## src/rtl/key_event_pkg.sv

```systemverilog
// Shared types and 50 MHz default timings for the key event decoder.
// Optional auto-repeat is enabled by defining KEY_REPEAT_EN.
package key_event_pkg;

  typedef enum logic [2:0] {
    IDLE,
    PRESS1,
    WAIT2,
    PRESS2,
    HOLD
  } key_state_e;

  localparam int unsigned LONG_CYCLES_DEF   = 50_000_000;
  localparam int unsigned DCLICK_CYCLES_DEF = 12_500_000;
  localparam int unsigned REPEAT_CYCLES_DEF = 5_000_000;

  function automatic int unsigned max3(input int unsigned a, input int unsigned b,
                                       input int unsigned c);
    int unsigned m;
    m = (a > b) ? a : b;
    return (m > c) ? m : c;
  endfunction

endpackage

```

## src/rtl/key_edge_det.sv

```systemverilog
// Registers a synchronous key level and flags its rising and falling edges.
module key_edge_det #(
  parameter logic RST_VAL = 1'b0
) (
  input  logic clk,
  input  logic rst_n,
  input  logic level_i,
  output logic rise_o,
  output logic fall_o
);

  logic level_q;

  always_ff @(posedge clk or negedge rst_n) begin
    if (!rst_n) level_q <= RST_VAL;
    else        level_q <= level_i;
  end

  assign rise_o = level_i & ~level_q;
  assign fall_o = ~level_i & level_q;

endmodule

```

## src/rtl/key_event_decoder.sv

```systemverilog
// Classifies a debounced key into click, double-click, long-press and auto-repeat pulses.
// Auto-repeat is built only when KEY_REPEAT_EN is defined; otherwise repeat_p is tied to 0.
module key_event_decoder
  import key_event_pkg::*;
#(
  parameter int unsigned LONG_CYCLES   = LONG_CYCLES_DEF,
  parameter int unsigned DCLICK_CYCLES = DCLICK_CYCLES_DEF,
  parameter int unsigned REPEAT_CYCLES = REPEAT_CYCLES_DEF
) (
  input  logic clk,
  input  logic rst_n,
  input  logic key_level,
  output logic click_p,
  output logic dclick_p,
  output logic long_p,
  output logic repeat_p,
  output logic busy
);

  localparam int unsigned CW = $clog2(max3(LONG_CYCLES, DCLICK_CYCLES, REPEAT_CYCLES));

  logic          rise, fall;
  key_state_e    state_q, state_d;
  logic [CW-1:0] cnt_q, cnt_d;
  logic          click_q, click_d, dclick_q, dclick_d, long_q, long_d, busy_q, busy_d;
`ifdef KEY_REPEAT_EN
  logic          repeat_q, repeat_d;
`endif

  // Reset value 1: a key already held when reset lifts must be released first.
  key_edge_det #(.RST_VAL(1'b1)) u_edge (
    .clk    (clk),
    .rst_n  (rst_n),
    .level_i(key_level),
    .rise_o (rise),
    .fall_o (fall)
  );

  always_comb begin
    state_d  = state_q;
    cnt_d    = cnt_q;
    click_d  = 1'b0;
    dclick_d = 1'b0;
    long_d   = 1'b0;
`ifdef KEY_REPEAT_EN
    repeat_d = 1'b0;
`endif
    case (state_q)
      IDLE: begin
        cnt_d = '0;
        if (rise) state_d = PRESS1;
      end
      PRESS1: begin
        if (fall) begin
          state_d = WAIT2;
          cnt_d   = '0;
        end else if (cnt_q == CW'(LONG_CYCLES - 1)) begin
          state_d = HOLD;
          cnt_d   = '0;
          long_d  = 1'b1;
        end else begin
          cnt_d = cnt_q + CW'(1);
        end
      end
      WAIT2: begin
        if (rise) begin
          state_d = PRESS2;
          cnt_d   = '0;
        end else if (cnt_q == CW'(DCLICK_CYCLES - 1)) begin
          state_d = IDLE;
          cnt_d   = '0;
          click_d = 1'b1;
        end else begin
          cnt_d = cnt_q + CW'(1);
        end
      end
      PRESS2: begin
        if (fall) begin
          state_d  = IDLE;
          cnt_d    = '0;
          dclick_d = 1'b1;
        end
      end
      HOLD: begin
        if (fall) begin
          state_d = IDLE;
          cnt_d   = '0;
        end else begin
`ifdef KEY_REPEAT_EN
          if (cnt_q == CW'(REPEAT_CYCLES - 1)) begin
            cnt_d    = '0;
            repeat_d = 1'b1;
          end else begin
            cnt_d = cnt_q + CW'(1);
          end
`else
          cnt_d = '0;
`endif
        end
      end
      default: begin
        state_d = IDLE;
        cnt_d   = '0;
      end
    endcase
    busy_d = (state_d != IDLE);
  end

  always_ff @(posedge clk or negedge rst_n) begin
    if (!rst_n) begin
      state_q  <= IDLE;
      cnt_q    <= '0;
      click_q  <= 1'b0;
      dclick_q <= 1'b0;
      long_q   <= 1'b0;
      busy_q   <= 1'b0;
    end else begin
      state_q  <= state_d;
      cnt_q    <= cnt_d;
      click_q  <= click_d;
      dclick_q <= dclick_d;
      long_q   <= long_d;
      busy_q   <= busy_d;
    end
  end

`ifdef KEY_REPEAT_EN
  always_ff @(posedge clk or negedge rst_n) begin
    if (!rst_n) repeat_q <= 1'b0;
    else        repeat_q <= repeat_d;
  end
  assign repeat_p = repeat_q;
`else
  assign repeat_p = 1'b0;
`endif

  assign click_p  = click_q;
  assign dclick_p = dclick_q;
  assign long_p   = long_q;
  assign busy     = busy_q;

endmodule

```

## config.mk

```make
export PLATFORM = sky130hd
export DESIGN_NAME = key_event_decoder
export DESIGN_NICKNAME = d
export VERILOG_FILES = /design/src/rtl/key_event_pkg.sv /design/src/rtl/key_edge_det.sv /design/src/rtl/key_event_decoder.sv
export SDC_FILE = /design/constraint.sdc
export NUM_CORES = 1
export LEC_CHECK = 0
export ABC_AREA = 1
export ABC_CLOCK_PERIOD_IN_PS = 2200
export CAP_MARGIN = 20
export CORE_MARGIN = 1.5
export CORE_UTILIZATION = 55
export DETAILED_ROUTE_END_ITERATION = 10
export PLACE_DENSITY = 0.72
export RECOVER_POWER = 25
export SLEW_MARGIN = 30
export SYNTH_ARGS = -nofsm -noshare
export SYNTH_HDL_FRONTEND = slang
export SYNTH_HIERARCHICAL = 1
export SYNTH_SLANG_ARGS = --single-unit
```

## constraint.sdc

```tcl
create_clock -name clk -period 2.2 [get_ports clk]
set_input_delay 0.44 -clock clk [delete_from_list [all_inputs] [get_ports clk]]
set_output_delay 0.44 -clock clk [all_outputs]
set_load 0.02 [all_outputs]
```

# After elaboration in Yosys (flattened, before gate mapping)
# Index checks and enable logic that the tools add are counted.
[classes]
addsub = 1
n_eq_ne = 7
n_mux = 21
n_bitwise = 4
reduce_logical = 3
[ops]
columns = ["cell", "count"]
rows = [
  ["$mux W26", 5],
  ["$pmux W26 S3", 1],
  ["$add A26 B1 Y26 const B", 1],
  ["$eq A26 B24 Y1 const B", 1],
  ["$eq A26 B26 Y1 const B", 1],
  ["$mux W3", 6],
  ["$pmux W3 S4", 1],
  ["$mux W1", 8],
  ["$eq A3 B2 Y1 const B", 2],
  ["$eq A3 B1 Y1 const B", 1],
  ["$eq A3 B3 Y1 const B", 1],
  ["$logic_not A3 Y1", 1],
  ["$reduce_bool A3 Y1", 1],
  ["$and A1 B1 Y1", 2],
  ["$ne A2 B2 Y1 const B", 1],
  ["$not A1 Y1", 2],
  ["$reduce_or A2 Y1", 1],
]
[word_totals]
ff_bits = 34
inputBits = 3

# Depth between registers and ports, before layout
[depth]
ltp_word = 5
mapped_depth = 11

# Cells and area by module
# The synthesis kept the hierarchy.
[by_module_without_submodules]
columns = ["module", "n_inst", "cells_each", "area_each_um2", "seq_area_each_um2"]
rows = [
  ["key_event_decoder", 1, 340, 2292.2, 825.8],
  ["key_edge_det", 1, 5, 41.3, 26.3],
]

# Least setup slack after synthesis
# No wires, ideal clock.
[synth_path]
path_type = "flip-flop to flip-flop"
from = "register u_edge.level_q"
to = "register cnt_q[13]"
setup_time_ns = 0.113
arrival_ns = 1.476
t_required_ns = 2.087
setup_slack_ns = 0.611
path_stages_with_launch = 11
period_less_slack_ns = 1.589
path_cell_list = "dfstp_2 inv_1 nor2_1 nor2_2 buf_4 nor2_4 nand2_2 xor2_1 clkinv_1 nand2_1 inv_1"
[synth_between]
word_cells_on_any_way = 7
cone_classes = "eq/ne (1); mux (3); bitwise (3)"
[synth_lines]
columns = ["element", "line_no", "source"]
rows = [
  ["start, declared", "key_edge_det.sv:12", "logic level_q;"],
  ["start signal, assigned", "key_edge_det.sv:16", "else level_q <= level_i;"],
  ["$and A1 B1 Y1 *", "key_edge_det.sv:20", "assign fall_o = ~level_i & level_q;"],
  ["via fall", "key_event_decoder.sv:22", "logic rise, fall;"],
  ["$mux W26", "key_event_decoder.sv:54", "if (fall) begin"],
  ["$pmux W26 S3", "key_event_decoder.sv:48", "case (state_q)"],
  ["end signal, assigned", "key_event_decoder.sv:119", "cnt_q <= cnt_d;"],
  ["end, declared", "key_event_decoder.sv:24", "logic [CW-1:0] cnt_q, cnt_d;"],
]
# The timed path passes the listed nets; every way through them passes the cells marked *.
# A chain may end at the register's enable or synchronous reset.

# Worst setup path in the final report
[layout_path]
from = "input key_level"
to = "register cnt_q[13]"
[layout_between]
elab_chain_len = 4
word_cells_on_any_way = 7
cone_classes = "eq/ne (1); mux (3); bitwise (3)"
[layout_rtl]
columns = ["element", "line_no", "source"]
rows = [
  ["start, declared", "key_event_decoder.sv:12", "input logic key_level,"],
  ["$not A1 Y1 *", "key_edge_det.sv:20", ""],
  ["$and A1 B1 Y1 *", "key_edge_det.sv:20", ""],
  ["via fall", "key_event_decoder.sv:22", ""],
  ["$mux W26", "key_event_decoder.sv:54", ""],
  ["$pmux W26 S3", "key_event_decoder.sv:48", ""],
]
# Marks and branches as above.

==> flow_results.org <==
** Outcome
- Result of the run :: complete, no violations

** Detailed routing
- Antenna violation net count after detailed routing :: 0
- Routed wire per std cell :: 13.2 um
- Vias per inst :: 5.26
- Wire length after detailed routing :: 5.44 mm
- Vias :: 2163
- The first TritonRoute pass finished after 4 iterations.
- In the routed design, unresolved DRC markers number 0.
- The detailed router finished its first iteration with 186 violations.

** Synthesis
- The complex-gate fraction of the synthesized area was 0.0273.
- Number of nets in the synthesized netlist :: 349
- Of the total synthesized cell area, the portion taken by AND, OR, NAND and NOR gates is 0.472.
- A synthesized cell averages 6.76 um2.
- Dominant combinational cell family by area after synthesis :: simple AND/OR/NAND/NOR gates
- Synthesized area :: 0.00233 mm2
- Of the post-synthesis cell area, the part taken by muxes is 0.
- Flops & latches, synth :: 34
- Xor/xnor cell area share of the yosys netlist :: 0.0300
- Of the total synthesized cell area, the portion taken by full adders, half adders and majority gates is 0.00536.
- Gate count after technology mapping :: 345
- The number of different library cells used by synthesis comes to 33.
- For this run, the number of Yosys warnings is 6.
- Seq/Total Area, Yosys :: 0.365

** CTS
- Post CTS Setup Buffer Count :: 0
- Clock Latency Late Sink :: 0.29 ns
- Clock tree synthesis found a total of 34 sinks.
- Largest buffer count on any clock path :: 2
- Clock slew at the register clock pins of the worst setup and hold paths :: 0.07 ns
- Root buf cell :: clkbuf_8
- Hold repair after CTS inserted 0 buffers.
- Clock tree from TritonCTS :: done
- The H-tree was split into 2 levels.
- The number of gates resized after CTS was 0.
- Clock tree synthesis inserted a total of 5 buffers.

** Die
- Core footprint :: 0.00403 mm2
- Die Outline Area :: 0.00464 mm2
- Vertical die dimension :: 68.1 um
- For this configuration, the core starts out at a cell density of 0.579.
- Std-Cell Rows :: 23
- The die is 68.1 um wide.
- Pin placement for this block handled 8 I/O pins.

** Global route
- Largest net degree at the start of global routing :: 35
- Number of global-route vias before repair :: 1984
- Remaining global-route overflow :: 0
- Antenna violations before repair :: 0
- In the global route stage, overall resource usage came out at 0.272.
- The first global-routing pass estimated 9.36 mm of wire.

** Worst setup path
- End of the worst register-to-register path :: cnt_q[9]
- Crit path largest cell delay :: 0.56 ns
- Kind of cell adding the most delay to the critical path :: buffers and inverters
- For the worst flop-to-flop path, the logic depth is 11.
- Highest-delay cell along the critical path :: dlygate4sd3_1
- Register-to-register setup slack :: 0.38 ns
- Data on the critical path is required at its endpoint by 2.38 ns.
- The startpoint identified for the worst register-to-register timing path is cnt_q[0].
- Critical Path Sink Type :: register
- Walking the worst path, the cells encountered are dlygate4sd3_1, nor2_1, nor2_2, buf_4, nor2_4, nand2_2, xor2_1, clkinv_1, nand2_1, inv_1.
- Arrival time worst endpoint :: 2.15 ns
- Crit Path Max Fanout :: 6
- Crit path buf inv count :: 4
- Category of the critical setup timing path :: primary input to register
- The worst setup path is launched from a primary input.

** Hold path
- The worst hold path begins at cnt_q[1].
- Hold-critical path endpoint :: cnt_q[1]
- Along the worst hold path, the cell count comes to 2.
- The path class of the tightest hold or removal check is register to register.

** Power
- Across the VDD grid, the largest voltage drop is 355 uV.
- In this run the power density over the cells is 697 mW/mm2.
- The analysis attributes to cell leakage a power of 1.16 nW.

** Job
- Total of max-cap violations :: 0

** Place
- The HPWL after detailed placement is 4.12 mm.
- OpenSTA, run right after detailed placement, puts the worst setup slack at 0.0997 ns.
- Routability-driven placement finished with a final weighted congestion of 0.888.
- In this run the tool buffered the top-level ports with 6 buffer cells.
- Cell Area, Placed :: 0.00248 mm2

** Layout
- Post-Layout Inst Area :: 0.00257 mm2
- Final standard cell utilization of the core :: 0.638
- Area growth, synth to finish :: 10.2%
- Share of post-route cells with drive strength above 1 :: 0.150
- Diodes inserted :: 0
- The layout has 382 filler cells.
- Net count, final :: 364

** STA
- Tcrit/Tclk final :: 0.896
- Worst-case setup margin in the final layout :: 0.229 ns
- Total Neg Setup Slack :: 0 ns
- Hold Vio Cnt, Final :: 0
- Maximum frequency from static timing analysis :: 0.507 GHz
- Worst-case hold slack :: 0.522 ns
- Setup violations remaining at the end of the flow were counted as 0.
- The final count of pins violating max slew is 0.
- Counting I/O delays and the setup requirement, the final critical path takes 1.97 ns.
- Unrepaired setup endpoints after global routing :: no
- Slew of the pin with the lowest slew margin :: 0.828 ns
- Worst max-slew margin expressed relative to the limit :: 0.448
- Clk_skew :: 0.00615 ns
==> sequential cells by signal, indices dropped and copies added (netlist names) <==
register        flops
cnt_q              26
state_q             3
busy                1
click_p             1
dclick_p            1
long_p              1
u_edge/level_q      1
==> layout by cell type (no fill, tap or decap), drive strengths merged <==
master,Yosys,layout
conb,1,1
nand4,11,11
inv,49,49
nor3,9,9
o211ai,1,1
o21ai,6,6
clkbuf,0,8
nand2,101,101
nand3,35,35
ha,1,1
dfstp,1,1
nand3b,2,2
a21oi,2,2
nor4,1,1
dlygate4sd3,0,2
nor2,74,74
clkinv,2,3
dfrtp,33,33
a41oi,1,1
xnor2,1,1
o21bai,1,1
nor3b,1,1
clkdlybuf4s50,0,4
buf,5,6
xor2,7,7
==> how the worst max path moves through the flow <==
stage | startpoint | depth (start not counted) | slack [ns] | end
finish | key_level | 10 | 0.23 | cnt_q[13]
global route | key_level | 10 | 0.16 | cnt_q[13]
CTS | key_level | 10 | 0.39 | cnt_q[13]
detailed placement | key_level | 10 | 0.1 | cnt_q[13]
global placement | key_level | 10 | 0.17 | cnt_q[13]
floorplan | u_edge/level_q | 10 | 0.61 | cnt_q[13]
==> logic make-up after synthesis <==
group                    count (synthesis)
adder cells (fa/ha/maj)                  1
buffers and inverters                   56
XOR/XNOR                                 8
AND/OR/NAND/NOR                        234
other                                    1
flip-flops                              34
AO/OA/AOI/OAI                           11
==> cell type report <==
cell class / count / area, um2 / share of cell area
Tap cell: 50 / 62.6 / 0.0243
Clock inverter: 1 / 5.00 / 0.00195
Inverter: 51 / 191 / 0.0745
Multi-Input combinational cell: 255 / 1250 / 0.487
Timing Repair Buffer: 13 / 123 / 0.0477
Sequential cell: 34 / 852 / 0.331
Clock buffer: 7 / 86.3 / 0.0336
==> stage by stage <==
stage	power [mW]	cells
final	1.79	411
after global routing	1.91	411
after CTS	1.81	411
after detailed placement	1.33	403
after global placement	1.32	403
after floorplan	1.13	345
==> layer usage <==
layer	up-vias	routed length, um	GRT usage
li1	1108	-	-
met1	978	2490	0.384
met2	69	2470	0.415
met3	8	406	0.0625
met4	0	71	0.0800
met5	-	0	0
==> synthesized netlist by cell type <==
library cell  instances  share of area
o211ai_1              1         0.0032
nand2_1              90           0.14
nor2_4                5          0.024
nand3b_1              2         0.0064
inv_1                39          0.063
nor3b_1               1         0.0032
nand3_4               1         0.0075
conb_1                1         0.0016
buf_6                 1         0.0048
nand3_2               3          0.013
dfstp_2               1          0.011
xor2_1                7          0.026
o21ai_0               4         0.0086
buf_2                 1         0.0021
clkinv_1              2         0.0032
nor4_2                1         0.0054
nand4_1              11          0.029
buf_4                 3         0.0097
nand2_2              10          0.027
nor2_2                7          0.019
nor3_2                1         0.0043
xnor2_1               1         0.0038
nand2_4               1         0.0048
a21oi_1               2         0.0043
o21bai_1              1         0.0032
dfrtp_1              33           0.35
nor3_1                8          0.017
ha_1                  1         0.0054
a41oi_1               1         0.0038
o21ai_1               2         0.0043
inv_2                10          0.016
nand3_1              31          0.066
nor2_1               62           0.10
==> worst reg2reg max path, stage by stage (launching register included) <==
cell and delay [ns]:
dfrtp_1 0.43, ha_1 0.23, nand2_1 0.08, nor2_2 0.19, nand2_1 0.09, nor2_1 0.12
nand2_1 0.11, nand2_2 0.12, nand3_4 0.09, buf_12 0.16, nand2_1 0.06, nor2_1 0.04
==> power by group <==
part,internal [mW],switching [mW]
logic,0.205,0.379
registers,0.677,0.0525
clock network,0.252,0.225
total,1.13,0.657
No activity file was read; power rests on OpenSTA's default activity.
